[src/rtl/sparc_mem_pkg.sv]
// Shared memory-side definitions for the SPARC DataPath RAM loader.
// Holds the loader state encoding and word/byte address helpers.
package sparc_mem_pkg;

    localparam int WORD_BYTES = 4;

    typedef enum logic [2:0] {
        ST_IDLE       = 3'd0,
        ST_FETCH      = 3'd1,
        ST_WRITE      = 3'd2,
        ST_VERIFY_RD  = 3'd3,
        ST_VERIFY_CMP = 3'd4,
        ST_NEXT       = 3'd5,
        ST_DONE       = 3'd6
    } state_e;

    function automatic logic [31:0] word_to_byte(
        input logic [31:0] base,
        input logic [31:0] idx
    );
        return base + WORD_BYTES * idx;
    endfunction

endpackage

[src/rtl/start_edge_det.sv]
// Registered rising-edge detector: one-cycle pulse the cycle after
// the input is first seen high.
module start_edge_det (
    input  logic clk,
    input  logic rst_n,
    input  logic sig_i,
    output logic rise_o
);

    logic sig_q;
    logic rise_q;

    always_ff @(posedge clk or negedge rst_n) begin
        if (!rst_n) begin
            sig_q  <= 1'b0;
            rise_q <= 1'b0;
        end else begin
            sig_q  <= sig_i;
            rise_q <= sig_i & ~sig_q;
        end
    end

    assign rise_o = rise_q;

endmodule

[src/rtl/ram_image_loader.sv]
// Copies an image from a synchronous ROM into the DataPath RAM on precharge,
// stalling the DataPath until resident. READBACK_VERIFY_EN adds readback check.
module ram_image_loader
    import sparc_mem_pkg::*;
#(
    parameter int ADDR_W    = 9,
    parameter int DATA_W    = 32,
    parameter int IMG_WORDS = 64,
    parameter int BASE_ADDR = 0
) (
    input  logic              clk,
    input  logic              rst_n,
    input  logic              precharge,
    output logic [ADDR_W-3:0] img_addr,
    input  logic [DATA_W-1:0] img_data,
    output logic [ADDR_W-1:0] ram_addr,
    output logic [DATA_W-1:0] ram_wdata,
    output logic              ram_we,
    input  logic              ram_ready,
    input  logic [DATA_W-1:0] ram_rdata,
    output logic              hold,
    output logic              done,
    output logic              err
);

    localparam int IDX_W = ADDR_W - 2;
    localparam logic [IDX_W-1:0] LAST_IDX = IDX_W'(IMG_WORDS - 1);

    state_e            state_q, state_d;
    logic [IDX_W-1:0]  idx_q, idx_d;
    logic [DATA_W-1:0] wdata_q, wdata_d;
    logic              start;

`ifdef READBACK_VERIFY_EN
    logic              err_q, err_d;
`endif

    start_edge_det u_start (
        .clk    (clk),
        .rst_n  (rst_n),
        .sig_i  (precharge),
        .rise_o (start)
    );

    always_comb begin
        state_d = state_q;
        idx_d   = idx_q;
        wdata_d = wdata_q;
`ifdef READBACK_VERIFY_EN
        err_d   = err_q;
`endif
        unique case (state_q)
            ST_IDLE, ST_DONE: begin
                idx_d = '0;
                if (start) begin
                    state_d = ST_FETCH;
`ifdef READBACK_VERIFY_EN
                    err_d   = 1'b0;
`endif
                end
            end
            ST_FETCH: begin
                wdata_d = img_data;
                state_d = ST_WRITE;
            end
            ST_WRITE: begin
                if (ram_ready) begin
`ifdef READBACK_VERIFY_EN
                    state_d = ST_VERIFY_RD;
`else
                    state_d = ST_NEXT;
`endif
                end
            end
`ifdef READBACK_VERIFY_EN
            ST_VERIFY_RD: begin
                state_d = ST_VERIFY_CMP;
            end
            ST_VERIFY_CMP: begin
                if (ram_rdata != wdata_q) begin
                    err_d = 1'b1;
                end
                state_d = ST_NEXT;
            end
`endif
            ST_NEXT: begin
                if (idx_q == LAST_IDX) begin
                    state_d = ST_DONE;
                end else begin
                    idx_d   = idx_q + 1'b1;
                    state_d = ST_FETCH;
                end
            end
            default: begin
                state_d = ST_IDLE;
            end
        endcase
    end

    always_ff @(posedge clk or negedge rst_n) begin
        if (!rst_n) begin
            state_q <= ST_IDLE;
            idx_q   <= '0;
            wdata_q <= '0;
        end else begin
            state_q <= state_d;
            idx_q   <= idx_d;
            wdata_q <= wdata_d;
        end
    end

`ifdef READBACK_VERIFY_EN
    always_ff @(posedge clk or negedge rst_n) begin
        if (!rst_n) begin
            err_q <= 1'b0;
        end else begin
            err_q <= err_d;
        end
    end

    assign err = err_q;
`else
    logic unused_rdata;
    assign unused_rdata = ^ram_rdata;
    assign err = 1'b0;
`endif

    // ROM address leads by a cycle so its registered data is valid in FETCH
    assign img_addr  = idx_d;
    assign ram_addr  = ADDR_W'(word_to_byte(32'(BASE_ADDR), 32'(idx_q)));
    assign ram_wdata = wdata_q;
    assign ram_we    = (state_q == ST_WRITE);
    assign hold      = (state_q != ST_DONE);
    assign done      = (state_q == ST_DONE);

endmodule
[config.mk]
export PLATFORM = sky130hd
export DESIGN_NAME = ram_image_loader
export DESIGN_NICKNAME = d
export VERILOG_FILES = /design/src/rtl/sparc_mem_pkg.sv /design/src/rtl/start_edge_det.sv /design/src/rtl/ram_image_loader.sv
export SDC_FILE = /design/constraint.sdc
export NUM_CORES = 1
export LEC_CHECK = 0
export BUFFER_PORTS_ARGS = -buffer_cell sky130_fd_sc_hd__buf_2
export CORE_AREA = 2 2 68 70
export DETAILED_ROUTE_END_ITERATION = 12
export DIE_AREA = 0 0 70 72
export GPL_TIMING_DRIVEN = 0
export MAX_ROUTING_LAYER = met4
export PLACE_DENSITY = 0.89
export SLEW_MARGIN = 25
export SYNTH_ARGS = -nofsm -noshare
export SYNTH_HDL_FRONTEND = slang
export SYNTH_SLANG_ARGS = --single-unit
[constraint.sdc]
create_clock -name clk -period 2.6 [get_ports clk]
set_clock_uncertainty 0.1 [all_clocks]
set_input_delay 0.39 -clock clk [delete_from_list [all_inputs] [get_ports clk]]
set_output_delay 0.39 -clock clk [all_outputs]
set_load 0.005 [all_outputs]
Word-level counts from Yosys, hierarchy flattened
Cells that the tools add are included.

Logic and storage cells: 25. Flip-flop bits (word level): 44. Output and inout port bits: 52.

Add/subtract/negate cells: 1. Equality and inequality tests: 8. Multiplexer cells: 6. Bitwise logic cells: 2. Reductions and logical operators: 3.

Operator list (number): case mux 7 bit (2 select lines) (1); case mux 3 bit (4 select lines) (1); 2-to-1 mux 3 bit (3); adder 7 x 1 -> 7 bit, second input constant (1); equality test 7 x 6 -> 1 bit, second input constant (1); 2-to-1 mux 7 bit (1); equality test 3 bit, second input constant (2); inequality test 2 x 1 -> 1 bit, second input constant (2); equality test 3 x 1 -> 1 bit, second input constant (1); equality test 3 x 2 -> 1 bit, second input constant (1); logical NOT 3 bit (1); inequality test 3 bit, second input constant (1); AND reduction 2 bit (1); OR reduction 2 bit (1); AND 1 bit (1); NOT 1 bit (1).

Longest topological paths before layout
Gate-level depths: netlist (run 1).

Depth in word-level cells: 4. Depth in mapped cells: 5.

Hierarchy
A second synthesis (run 1) with hierarchy kept.

Cells, all modules: 152. Area, all modules: 2001.9 um^2.

By module, submodules not included: ram_image_loader (cells an instance 149, area each 1938.1 um^2, seq. area each 1051.0 um^2, instances 1); start_edge_det (cells an instance 3, area each 63.8 um^2, seq. area each 50.0 um^2, instances 1).

Worst setup path before layout (run 1)
Ideal clock, no wire load.

Path type: reg2out. From: register idx_q[0]. To: output img_addr[4]. Data required time: 2.110 ns. Stages on the path, launching flop included: 5. Data arrival time: 1.291 ns. Setup slack: 0.819 ns. Buffers on the path: 0. Cell sequence: dfrtp_1 ha_1 nand4b_1 or2_2 a31oi_1.

Longest elaborated chain between the ends: 3. Elaborated cells between the ends (all ways): 4. Those cells by class: 1 x add/sub; 1 x eq/ne; 2 x mux.

Ends and longest elaborated chain: start: declaration (line ram_image_loader.sv:30) `logic [IDX_W-1:0] idx_q, idx_d;`; start signal: assignment (line ram_image_loader.sv:107) `idx_q <= idx_d;`; adder 7 x 1 -> 7 bit / equality test 7 x 6 -> 1 bit (equally long branches) (line ram_image_loader.sv:90, ram_image_loader.sv:87); 2-to-1 mux 7 bit (*) (line ram_image_loader.sv:87) `if (idx_q == LAST_IDX) begin`; case mux 7 bit (2 select lines) (*) (line ram_image_loader.sv:52) `unique case (state_q)`; end: declaration (line ram_image_loader.sv:14) `output logic [ADDR_W-3:0] img_addr,`.

Every way passes the cells marked *; elsewhere a longest branch is shown, timed or not.

Worst setup path after layout (run 1)
Ends and elaborated chain as after synthesis.

==> impl_summary.md, run 1 <==
STA
The slew at the pin with the worst max-slew slack is 0.537 ns. The period utilization is 0.912. The highest achievable clock rate is 422 MHz.

The final critical-path setup slack is 0.228 ns. The number of max-slew violations in the final report is 0. Summed over all failing endpoints, the final setup total negative slack is 0 ns. The smallest hold slack is -0.0173 ns. The number of hold violations in the final report was 44. The worst slew margin relative to its limit is 0.642.

Setup repair after global routing left no endpoint under its margin. The final-report setup violation count is 0. The final critical path time including I/O delays and setup is 2.37 ns.

CTS
The cell at the root of the clock tree is sky130_fd_sc_hd__clkbuf_8. The clock-pin slew of the registers on the worst-case setup and hold paths is 0.09 ns. The count of hold buffers inserted by post-cts repair is 0. Clock tree synthesis inserted a total of 5 buffers. The source-to-sink clock delay at the later pin of the worst-skew pair is 0.29 ns. Gates resized during post-CTS repair numbered 0. The post-CTS repair timing setup buffer count is 0. The clock passes through at most 2 buffers.

The TritonCTS clock tree is done. The H-tree depth is 2. The count of clock tree sinks is 44.

Logic synthesis
Of the total synthesized cell area, the portion taken by XOR and XNOR cells is 0. Of the total synthesized cell area, the portion taken by full adders, half adders and majority gates is 0.00666. The number of cells produced by synthesis is 142. The share of the yosys chip area belonging to registers is 0.586. Of the total synthesized cell area, the portion taken by AND, OR, NAND and NOR gates is 0.0892.

The synthesized area divided by synthesized cell count is 13.2 µm². The fraction of the mapped netlist area in compound gates is 0.0772. The cell area that synthesis handed to floorplanning was 0.00188 mm². Of the post-synthesis cell area, the part taken by muxes is 0.192. By area, the combinational part of the netlist is dominated by multiplexers. The number of warnings issued by yosys is 0. The count of unique library cells instantiated by Yosys is 37. The number of storage elements in the synthesis netlist is 44.

Routing
For this block, the initial DRC count from the detailed router was 79. Once detail routing completed, the nets flagged for antenna violations numbered 0. The via count of the routed design is 1427. The residual DRC count is 0. The routed wire length is 3780 µm. After detailed routing, the average wire length per cell comes to 13.1 µm. In the routed layout, each cell is associated on average with a via count of 4.95. For this run, the detailed router's first-pass iteration total came to 4.

Setup path
The critical path goes through ha_1, nand4b_1, or2_2, a31oi_1, buf_2. Data arrives at the worst endpoint at 1.88 ns. The worst setup path is of the reg2out kind. STA classifies the critical path endpoint as an output port.

The largest stage delay on the critical path is 0.46 ns. The critical path startpoint category is a flop. In this run the worst path has a maximum fanout of 7.

Together, buffers and inverters on the worst path number 1. The family of cells with the greatest summed delay on the critical path is simple AND/OR/NAND/NOR gates. At the worst endpoint, the required time is 2.11 ns. The slowest stage cell on the critical path is sky130_fd_sc_hd__dfrtp_1.

Placed design
The HPWL after detailed placement is 2800 µm. The post-detailed-placement cell area is 0.00237 mm². The minimum setup slack after placement is 0.530 ns. The congestion estimate from routability-driven global placement came to 0.842.

During placement, the flow inserted port buffers numbering 84.

Pwr
In this run the power density over the cells is 1050 mW/mm². In this run the static leakage power is 1.24 nW. The maximum vdd ir drop is 0.508 mV. The post-route total power is 0.00262 W.

Final layout
Of the cells placed in the final design, the portion with a size suffix greater than 1 is 0.581. The top cell types in the final layout, fill and taps aside, are sky130_fd_sc_hd__buf_2, sky130_fd_sc_hd__dfrtp_1, sky130_fd_sc_hd__mux2_2. The final standard cell area without fillers is 0.00249 mm². Relative to the synthesized area, the layout overhead comes to 32.5%. The library cell used most frequently in the layout, excluding fill and tap cells, is sky130_fd_sc_hd__buf_2. The number of antenna repair diodes is 0. The final layout net count is 304.

Floorplanning
The number of top-level pins is 120. The effective utilization at floorplan is 0.441. The number of rows created at floorplan is 24. The area of the core region is 0.00426 mm². The die area is 0.00504 mm².

From left edge to right edge, the die measures 70 µm. The vertical die dimension is 72 µm.

Global route
The initial antenna violation count is 0. Entering global routing, the biggest net connects 45 pins. The total congestion overflow is 0.

The first global-routing pass estimated 6410 µm of wire. For this run, the total global-route usage over all layers was measured as 0.164. The via count of the first global-routing pass is 1481.

Min path
The worst min-delay path category is in2async.

Run status
The flow ran to the end, but the final reports show violations. The checks that failed: hold timing.

Job
Across the run, the number of max-cap violations was 0.
-- Yosys cell counts --
cell type,count,area share
sky130_fd_sc_hd__or2b_1,1,0.0040
sky130_fd_sc_hd__or2_1,1,0.0033
sky130_fd_sc_hd__o21a_1,1,0.0040
sky130_fd_sc_hd__nor2b_1,2,0.0067
sky130_fd_sc_hd__o311ai_0,1,0.0047
sky130_fd_sc_hd__a22oi_1,1,0.0040
sky130_fd_sc_hd__a21o_1,1,0.0040
sky130_fd_sc_hd__conb_1,1,0.0020
sky130_fd_sc_hd__o22ai_1,2,0.0067
sky130_fd_sc_hd__nand4b_1,1,0.0047
sky130_fd_sc_hd__a21oi_1,5,0.013
sky130_fd_sc_hd__nand3b_1,1,0.0040
sky130_fd_sc_hd__nand2b_4,1,0.0073
sky130_fd_sc_hd__a211oi_1,1,0.0040
sky130_fd_sc_hd__mux2_1,1,0.0060
sky130_fd_sc_hd__a31oi_1,1,0.0033
sky130_fd_sc_hd__mux2_2,31,0.19
sky130_fd_sc_hd__buf_6,4,0.024
sky130_fd_sc_hd__o311a_1,1,0.0053
sky130_fd_sc_hd__ha_1,1,0.0067
sky130_fd_sc_hd__o21ai_0,4,0.011
sky130_fd_sc_hd__nand2_1,5,0.010
sky130_fd_sc_hd__nor3_1,1,0.0027
sky130_fd_sc_hd__or2_2,2,0.0067
sky130_fd_sc_hd__a41oi_1,1,0.0047
sky130_fd_sc_hd__nand2b_1,1,0.0033
sky130_fd_sc_hd__buf_4,3,0.012
sky130_fd_sc_hd__o31ai_1,1,0.0040
sky130_fd_sc_hd__a211o_1,1,0.0047
sky130_fd_sc_hd__o21bai_1,1,0.0040
sky130_fd_sc_hd__and3_1,1,0.0033
sky130_fd_sc_hd__nor2_4,1,0.0060
sky130_fd_sc_hd__nand3_1,5,0.013
sky130_fd_sc_hd__nor2_1,7,0.014
sky130_fd_sc_hd__clkbuf_2,2,0.0053
sky130_fd_sc_hd__inv_1,3,0.0060
sky130_fd_sc_hd__dfrtp_1,44,0.59
-- logic make-up (layout without fill, tap and decap cells) --
| family | Yosys count | in the layout |
|---|---|---|
| buffers and inverters | 12 | 104 |
| adder cells (fa/ha/maj) | 1 | 1 |
| flip-flops | 44 | 44 |
| multiplexers | 32 | 32 |
| AO/OA/AOI/OAI | 22 | 22 |
| AND/OR/NAND/NOR | 30 | 30 |
| other | 1 | 3 |
-- metal layers --
layer / up-vias / share of wire / GRT usage
li1: 681 / - / -
met1: 684 / 0.44 / 0.189
met2: 57 / 0.48 / 0.280
met3: 5 / 0.069 / 0.0472
met4: 0 / 0.012 / 0.0491
met5: - / 0 / -
-- where the power goes --
part | switching [W] | internal (W)
registers | 0.000153 | 0.000965
clock network | 0.000229 | 0.000284
logic | 0.000395 | 0.000589
-- sequential cells by signal (all words and copies together), names as in the netlist --
signal	flops
ram_wdata	32
state_q	3
u_start.rise_o	1
u_start.sig_q	1
idx_q	7
-- final timing paths --
check | startpoint | end | slack [ns] | cells after the start
setup / recovery | idx_q[0] | img_addr[4] | 0.23 | 5
hold / removal | rst_n | state_q[2] | -0.02 | 1
setup reg to reg | idx_q[0] | idx_q[3] | 0.93 | 5
hold reg to reg | u_start.sig_q | u_start.rise_o | 0.30 | 1
max in group asynchronous | rst_n | u_start.sig_q | 2.06 | 1
min in group clk | precharge | u_start.sig_q | 0.12 | 1
-- metrics by stage --
stage / cells / util
after floorplan: 144 / -
after global placement: 280 / 0.556
after detailed placement: 280 / 0.556
after CTS: 288 / 0.582
after global routing: 288 / 0.584
final: 288 / 0.584
-- final cells by class --
type / instances / area, µm²
plain buffers: 9 / 77.6
inverters: 3 / 11.3
clock inverters: 3 / 42.5
fillers: 372 / 1770
multi-input cells: 88 / 701
repair buffers: 84 / 423
clock buffers: 5 / 68.8
well taps: 52 / 65.1
flip-flops and latches: 44 / 1100
No activity file was read; power rests on OpenSTA's default activity.
==> run 2: changes to the inputs <==
--- a/config.mk
+++ b/config.mk
@@ -7,9 +7,11 @@
 export LEC_CHECK = 0
 export BUFFER_PORTS_ARGS = -buffer_cell sky130_fd_sc_hd__buf_2
 export CORE_AREA = 2 2 68 70
+export CTS_CLUSTER_DIAMETER = 40
 export DETAILED_ROUTE_END_ITERATION = 12
 export DIE_AREA = 0 0 70 72
 export GPL_TIMING_DRIVEN = 0
+export HOLD_SLACK_MARGIN = 0.15
 export MAX_ROUTING_LAYER = met4
 export PLACE_DENSITY = 0.89
 export SLEW_MARGIN = 25
==> run 2 against run 1 <==
  * The flow now finishes without violations
  * Wire length increased by 0.98%
  * Critical path depth rose by 1
  * Critical path type unchanged
  * Final cell count is 0.69% higher
  * Worst hold slack better by 0.24 ns
  * Fmax hardly changed
  * Largest cell class unchanged
  * Critical endpoint is now img_addr[3]
  * Sequential cell count did not move
  * Via count rose by 0.35%
  * First-iteration DRC count rose by 10%
  * Core utilization increased by 0.47 points
  * Combinational power hardly changed
==> impl_summary.md, run 2 (synthesized netlist as in run 1, its figures left out) <==
Floorplanning
The die area is 0.00504 mm². The floorplan has 24 rows. The die is 72 µm tall. Measured along the x axis, the die boundary spans 70 µm. During I/O placement, the number of pins put on the boundary was 120. The initial utilization of the core area, before any placement, comes to 0.441. The core region is 0.00426 mm².

Global route
In this run the most used layer during global routing was met2. Across every metal layer, demand over resource in global routing totals 0.165. The via count of the first global-routing pass is 1490. The first global-routing pass estimated 6460 µm of wire.

The largest net degree at the start of global routing is 45. The met2 global-route usage is 0.284. In the global route stage, met3 resource usage came out at 0.0472. The initial antenna violation count was 0. For met1 alone, demand over resource in global routing was 0.189. Summed over all layers, the global routing overflow is 0.

CTS
The clock passes through at most 2 buffers. The H-tree was split into 2 levels. The cell at the root of the clock tree is sky130_fd_sc_hd__clkbuf_8. The TritonCTS buffer count is 5. The clock-pin slew of the registers on the worst-case setup and hold paths is 0.08 ns. TritonCTS built the clock tree. The count of clock tree sinks is 44. The later pin in the worst-skew pair is clocked with a latency of 0.29 ns. The post-CTS repair timing setup buffer count is 0.

STA
The highest achievable clock rate is 422 MHz. At the pin with the least slew margin, the transition time is 0.538 ns. The period utilization is 0.912. The final critical path time including I/O delays and setup is 2.37 ns. Measured against its own limit, the worst slew margin works out to 0.641. Setup repair after global routing left no endpoint under its margin. The number of hold violations in the final report is 0.

The number of max-slew violations in the final report is 0. Setup violations remaining at the end of the flow were counted as 0. The summed negative setup slack over all endpoints is 0 ns. After layout, the worst setup slack is 0.228 ns.

Setup path
The critical path goes through ha_1, nand4b_1, nor2_1, o311ai_0, o31ai_1, buf_2. The depth of the most critical reg-to-reg path is 5. STA classifies the critical path startpoint as a flop.

The critical register-to-register path startpoint is idx_q[0]. Data on the critical path arrives at its endpoint at 1.88 ns. The setup path with the least slack is of type reg2out. The maximum fanout along the worst path is 7. In this design, the stage delay of the slowest critical-path cell is 0.45 ns. STA classifies the critical path endpoint as an output port. The endpoint of the most critical register-to-register path is idx_q[3]. At the worst endpoint, the required time is 2.11 ns. The internal reg-to-reg setup slack is 0.93 ns. The slowest stage cell on the critical path is sky130_fd_sc_hd__dfrtp_1.

Pwr
The power per standard cell area is 1040 mW/mm². Total power for the finished layout comes to 0.00262 W. The cell leakage power is 1.25 nW. The maximum vdd ir drop is 0.508 mV.

Final layout
The library cells used most frequently in the layout, excluding fill and tap cells, are sky130_fd_sc_hd__buf_2, sky130_fd_sc_hd__dfrtp_1, sky130_fd_sc_hd__mux2_2. Leaving out fill and tap cells, the most frequent cell in the layout is sky130_fd_sc_hd__buf_2. The filler cell count is 370. The final layout net count is 306. The relative area change from synthesis to final layout is 33.6%. The share of cells above drive strength 1 is 0.576.

In the final layout, the multi-input gates occupy 701 µm². The area of all sequential standard cells is 0.00110 mm². The number of antenna repair diodes is 0.

The register with the most flip-flops in the layout has 32 of them.

Routing
The final layout contains routed wiring with a total length of 3820 µm. The average via count per standard cell is 4.94. The average wire per cell in the routed design is 13.2 µm.

The number of iterations in the first detailed-routing pass is 4. The number of DRC violations after detailed-routing iteration 0 is 87. The residual DRC count is 0. The post-route antenna net violation count is 0. The via count of the routed design is 1432.

Min path
Counting instances, the worst hold path has a depth of 2. The path with the worst hold slack has its endpoint at ram_wdata[22]. In this run the most critical hold path is launched from img_data[22]. The worst min-delay path category is in2reg.

Placed design
Port buffering added 84 buffers. The final weighted congestion in routability-driven placement is 0.842. Prior to clock tree synthesis, the placed netlist has a worst setup slack of 0.530 ns. Once detailed placement completed, the half-perimeter wirelength came to 2800 µm.

Job
The tool flagged a number of max-cap violations equal to 0.

Run status
The run finished with clean final reports.
==> run 2: cell count changes in the layout (fill, tap and decap cells not counted), sizes merged <==
cell	before	now
dlygate4sd3	0	2
==> run 2: through the flow <==
step / hold WS (ns) / util / area, µm² / cells
floorplan: -0.00559 / - / 1890 / 144
global placement: 0.282 / 0.556 / 2370 / 280
detailed placement: 0.296 / 0.556 / 2370 / 280
CTS: 0.176 / 0.585 / 2490 / 289
global route: 0.203 / 0.589 / 2510 / 290
finish: 0.225 / 0.589 / 2510 / 290
==> run 2: worst max path at each step <==
stage	start	to	slack (ns)	depth (start not counted)
2_1_floorplan	idx_q[0]	img_addr[4]	0.82	4
3_3_place_gp	idx_q[0]	img_addr[1]	0.54	6
5_1_grt	idx_q[0]	img_addr[4]	0.10	5
3_5_place_dp	idx_q[0]	img_addr[0]	0.53	6
4_1_cts	idx_q[0]	img_addr[0]	0.20	6
6_report	idx_q[0]	img_addr[3]	0.23	6
==> run 2: per-layer routing <==
metal	wire length [µm]	vias up
met1	1650	680
met2	1840	61
met5	0	-
met4	46	0
met3	277	5
li1	-	686
==> run 2: area by class of cell <==
type | count | area share
clock buffer | 5 | 0.0274
buffer | 9 | 0.0309
tap | 52 | 0.0259
inverter | 3 | 0.00449
timing repair buffer | 86 | 0.176
multi-input combinational | 88 | 0.279
sequential | 44 | 0.439
clock inverter | 3 | 0.0169
==> run 2: power breakdown <==
group | leakage [nW] | total (W) | internal (W) | switching (W)
Combinational | 0.652 | 0.000987 | 0.000591 | 0.000396
Clock | 0.0541 | 0.000513 | 0.000284 | 0.000229
Sequential | 0.540 | 0.00112 | 0.000965 | 0.000153
Total | 1.25 | 0.00262 | 0.00184 | 0.000778
==> run 2: worst max-delay path: cells and delay by family, from the launching register on <==
family | cells | cell delay (ns)
AOI/OAI and AO/OA | 2 | 0.48
adders and majority gates | 1 | 0.27
buffers and inverters | 1 | 0.15
DFF | 1 | 0.45
and+or+nand+nor | 2 | 0.25
==> run 2: timing repair <==
item,in CTS,in global routing
endpoints found under the setup margin,0,2
hold buffers,1,1
hold endpoints to repair,1,44
resized for setup,0,1
==> run 3: changes to the inputs <==
--- a/config.mk
+++ b/config.mk
@@ -6,14 +6,14 @@
 export NUM_CORES = 1
 export LEC_CHECK = 0
 export BUFFER_PORTS_ARGS = -buffer_cell sky130_fd_sc_hd__buf_2
-export CORE_AREA = 2 2 68 70
+export CORE_AREA = 2 2 73 75
 export CTS_CLUSTER_DIAMETER = 40
 export DETAILED_ROUTE_END_ITERATION = 12
-export DIE_AREA = 0 0 70 72
+export DIE_AREA = 0 0 75 77
 export GPL_TIMING_DRIVEN = 0
 export HOLD_SLACK_MARGIN = 0.15
 export MAX_ROUTING_LAYER = met4
-export PLACE_DENSITY = 0.89
+export PLACE_DENSITY = 0.8
 export SLEW_MARGIN = 25
 export SYNTH_ARGS = -nofsm -noshare
 export SYNTH_HDL_FRONTEND = slang
==> run 3 against run 2 <==
  * Core utilization is 8.4 points lower
  * Critical path depth is the same
  * Final area about the same
  * Combinational power increased by 0.6%
  * Final cell count is 6.2% higher
  * First-iteration DRC count down 36%
  * Global-route usage shrank 1.7 points
  * Non-clock buffer count unchanged
  * Worst hold slack worse by 0.0085 ns
  * Clock power decreased by 14%
==> impl_summary.md, run 3 (synthesized netlist as in run 1, its figures left out) <==
Job
The max-capacitance violation count is 0.

CTS
The clock reaches the later pin of the worst-skew pair after 0.29 ns. The clock-pin slew of the registers on the worst-case setup and hold paths is 0.08 ns. The H-tree generated during clock tree synthesis spans 2 levels. Buffers added to address setup during post-CTS repair amount to 0.

The cell at the root of the clock tree is sky130_fd_sc_hd__clkbuf_8. The TritonCTS buffer count is 5. In this run the deepest clock path goes through 2 buffers. TritonCTS built the clock tree. The count of clock tree sinks is 44.

Global route
The first global-routing pass estimated 6500 µm of wire. Across every metal layer, demand over resource in global routing totals 0.148. The via count of the first global-routing pass is 1464. After global routing the overflow that remains totals 0. The initial antenna violation count came to 0. Entering global routing, the biggest net connects 45 pins.

Routing
The post-route antenna net violation count is 0. For this run, design rule violations remaining after detail routing come to 0. Using the TritonRoute via totals, the vias-per-cell ratio works out to 4.71.

Across all layers, the routed design uses 1451 vias. The number of DRC violations after detailed-routing iteration 0 is 56. The routed wire length is 3880 µm. The number of iterations in the first detailed-routing pass is 4. After detailed routing, the met3 layer carries 271 µm of wire. Signal routing reaches up to met4. In the final routed layout, each cell accounts on average for 12.6 µm. After detailed routing, the wire length on met1 is 1720 µm. In the detailed route, the total length drawn on met2 is 1850 µm.

Setup path
The critical path buffer and inverter count is 1. The slowest stage cell on the critical path is sky130_fd_sc_hd__dfrtp_1. On the worst path, the slowest cell contributes a delay of 0.46 ns.

STA classifies the critical path startpoint as a flop. The cell family contributing the most delay on the critical path is flip-flops. The signal arrival time at the worst endpoint is 1.91 ns.

Of all nets on the critical path, the largest fanout is 7. The signal on the critical path passes through ha_1, nand4b_1, nor2_1, o311ai_0, o31ai_1, buf_2. The critical path in this run is classified as reg2out.

STA classifies the critical path endpoint as an output port. STA puts the critical path data required time at 2.11 ns.

Pwr
The internal portion of the total power is 0.00177 W. The power per standard cell area is 1010 mW/mm². The worst-case IR drop observed on VDD is 0.498 mV. The clock power share is 0.173. Of the total power, registers draw 0.436.

The design draws 0.00254 W. Of the total power, the share spent switching nets is 0.301. The share of total power dissipated in combinational logic is 0.391. In this run the static leakage power is 1.24 nW. The net load switching power is 0.000765 W.

STA
The highest achievable clock rate is 417 MHz. The number of max-slew violations in the final report was 0. The final critical path time including I/O delays and setup is 2.40 ns. The period utilization is 0.922.

The number of hold violations in the final report is 0. The worst slew margin relative to its limit is 0.631. The final-report setup violation count is 0. Summed over all failing endpoints, the final setup total negative slack is 0 ns. The slew at the pin with the worst max-slew slack is 0.553 ns. Setup repair after global routing left no endpoint under its margin.

Final layout
The area occupied by multi-input gates is 701 µm². After routing the design area is 0.00251 mm². The flip-flop count of the largest register after layout is 32. The top cell types in the final layout, fill and taps aside, are sky130_fd_sc_hd__buf_2, sky130_fd_sc_hd__dfrtp_1, sky130_fd_sc_hd__mux2_2. The final layout net count is 306. In the final layout, the share of cells above drive strength 1 is 0.567. The number of antenna repair diodes is 0.

Fill cells in the final layout number 452. The relative area change from synthesis to final layout is 33.6%. The commonest non-fill, non-tap cell in the layout is sky130_fd_sc_hd__buf_2. Registers take 0.00110 mm².

Placed design
Routability-driven placement finished with a final weighted congestion of 0.903. Input and output buffers added on the ports amount to 84. In this run the cell area measured after placement is 0.00239 mm².

The HPWL after detailed placement is 2810 µm.

Min path
The worst min-delay path category is in2reg.

Floorplanning
The vertical die dimension is 77 µm. The effective utilization at floorplan is 0.378. After floorplanning, the core was sized to cover 0.00498 mm². The floorplan step defined a die boundary enclosing 0.00578 mm². The number of rows created at floorplan is 26. Measured along the x axis, the die boundary spans 75 µm. During I/O placement, the number of pins put on the boundary was 120.

Run status
The flow ran to the end, and the final reports show no timing, DRC or antenna violations.
run 3: final timing paths:
path | start | to | slack (ns) | depth (start not counted)
max in group asynchronous | rst_n | ram_wdata[0] | 1.48 | 2
worst max-delay path | idx_q[0] | img_addr[3] | 0.20 | 6
min in group asynchronous | rst_n | ram_wdata[24] | 0.54 | 2
worst max register to register | idx_q[0] | idx_q[3] | 0.90 | 5
worst min-delay path | img_data[22] | ram_wdata[22] | 0.22 | 2
worst min register to register | u_start.sig_q | u_start.rise_o | 0.30 | 1
run 3: worst register-to-register path, delay by kind of cell, from the launching register on:
family | cells | cell delay (ns)
DFF | 1 | 0.46
adders and majority gates | 1 | 0.28
and+or+nand+nor | 2 | 0.25
AOI/OAI and AO/OA | 2 | 0.46
run 3: final cells by class:
cell class	instances	area share
flip-flops and latches	44	0.438
multi-input cells	88	0.279
repair buffers	86	0.176
clock buffers	8	0.0359
well taps	70	0.0349
plain buffers	9	0.0309
inverters	3	0.00448
run 3: per-layer routing:
layer | track usage | vias up
met1 | 0.182 | 702
met2 | 0.234 | 61
met4 | 0.0500 | 0
met5 | - | -
met3 | 0.0355 | 5
li1 | - | 683
run 3: repair_timing:
item | CTS | global route
resized for setup | 0 | 1
hold buffers | 1 | 1
endpoints found under the setup margin | 0 | 2
hold endpoints to repair | 1 | 44
run 3: per-stage QoR:
stage / std cells / hold slack, ns / setup slack (ns) / util
after floorplan: 144 / -0.00559 / 0.819 / -
after global placement: 298 / 0.285 / 0.565 / 0.481
after detailed placement: 298 / 0.294 / 0.522 / 0.481
after CTS: 307 / 0.190 / 0.189 / 0.501
after global routing: 308 / 0.214 / 0.0671 / 0.505
final: 308 / 0.216 / 0.204 / 0.505
run 3: power groups by stage:
stage	registers, W	clock network (W)	logic, W
2_1_floorplan	0.00114	0	0.000578
3_3_place_gp	0.00111	0	0.000981
3_5_place_dp	0.00112	0	0.00100
4_1_cts	0.00111	0.000458	0.00101
5_1_grt	0.00115	0.000486	0.00110
6_report	0.00111	0.000439	0.000993
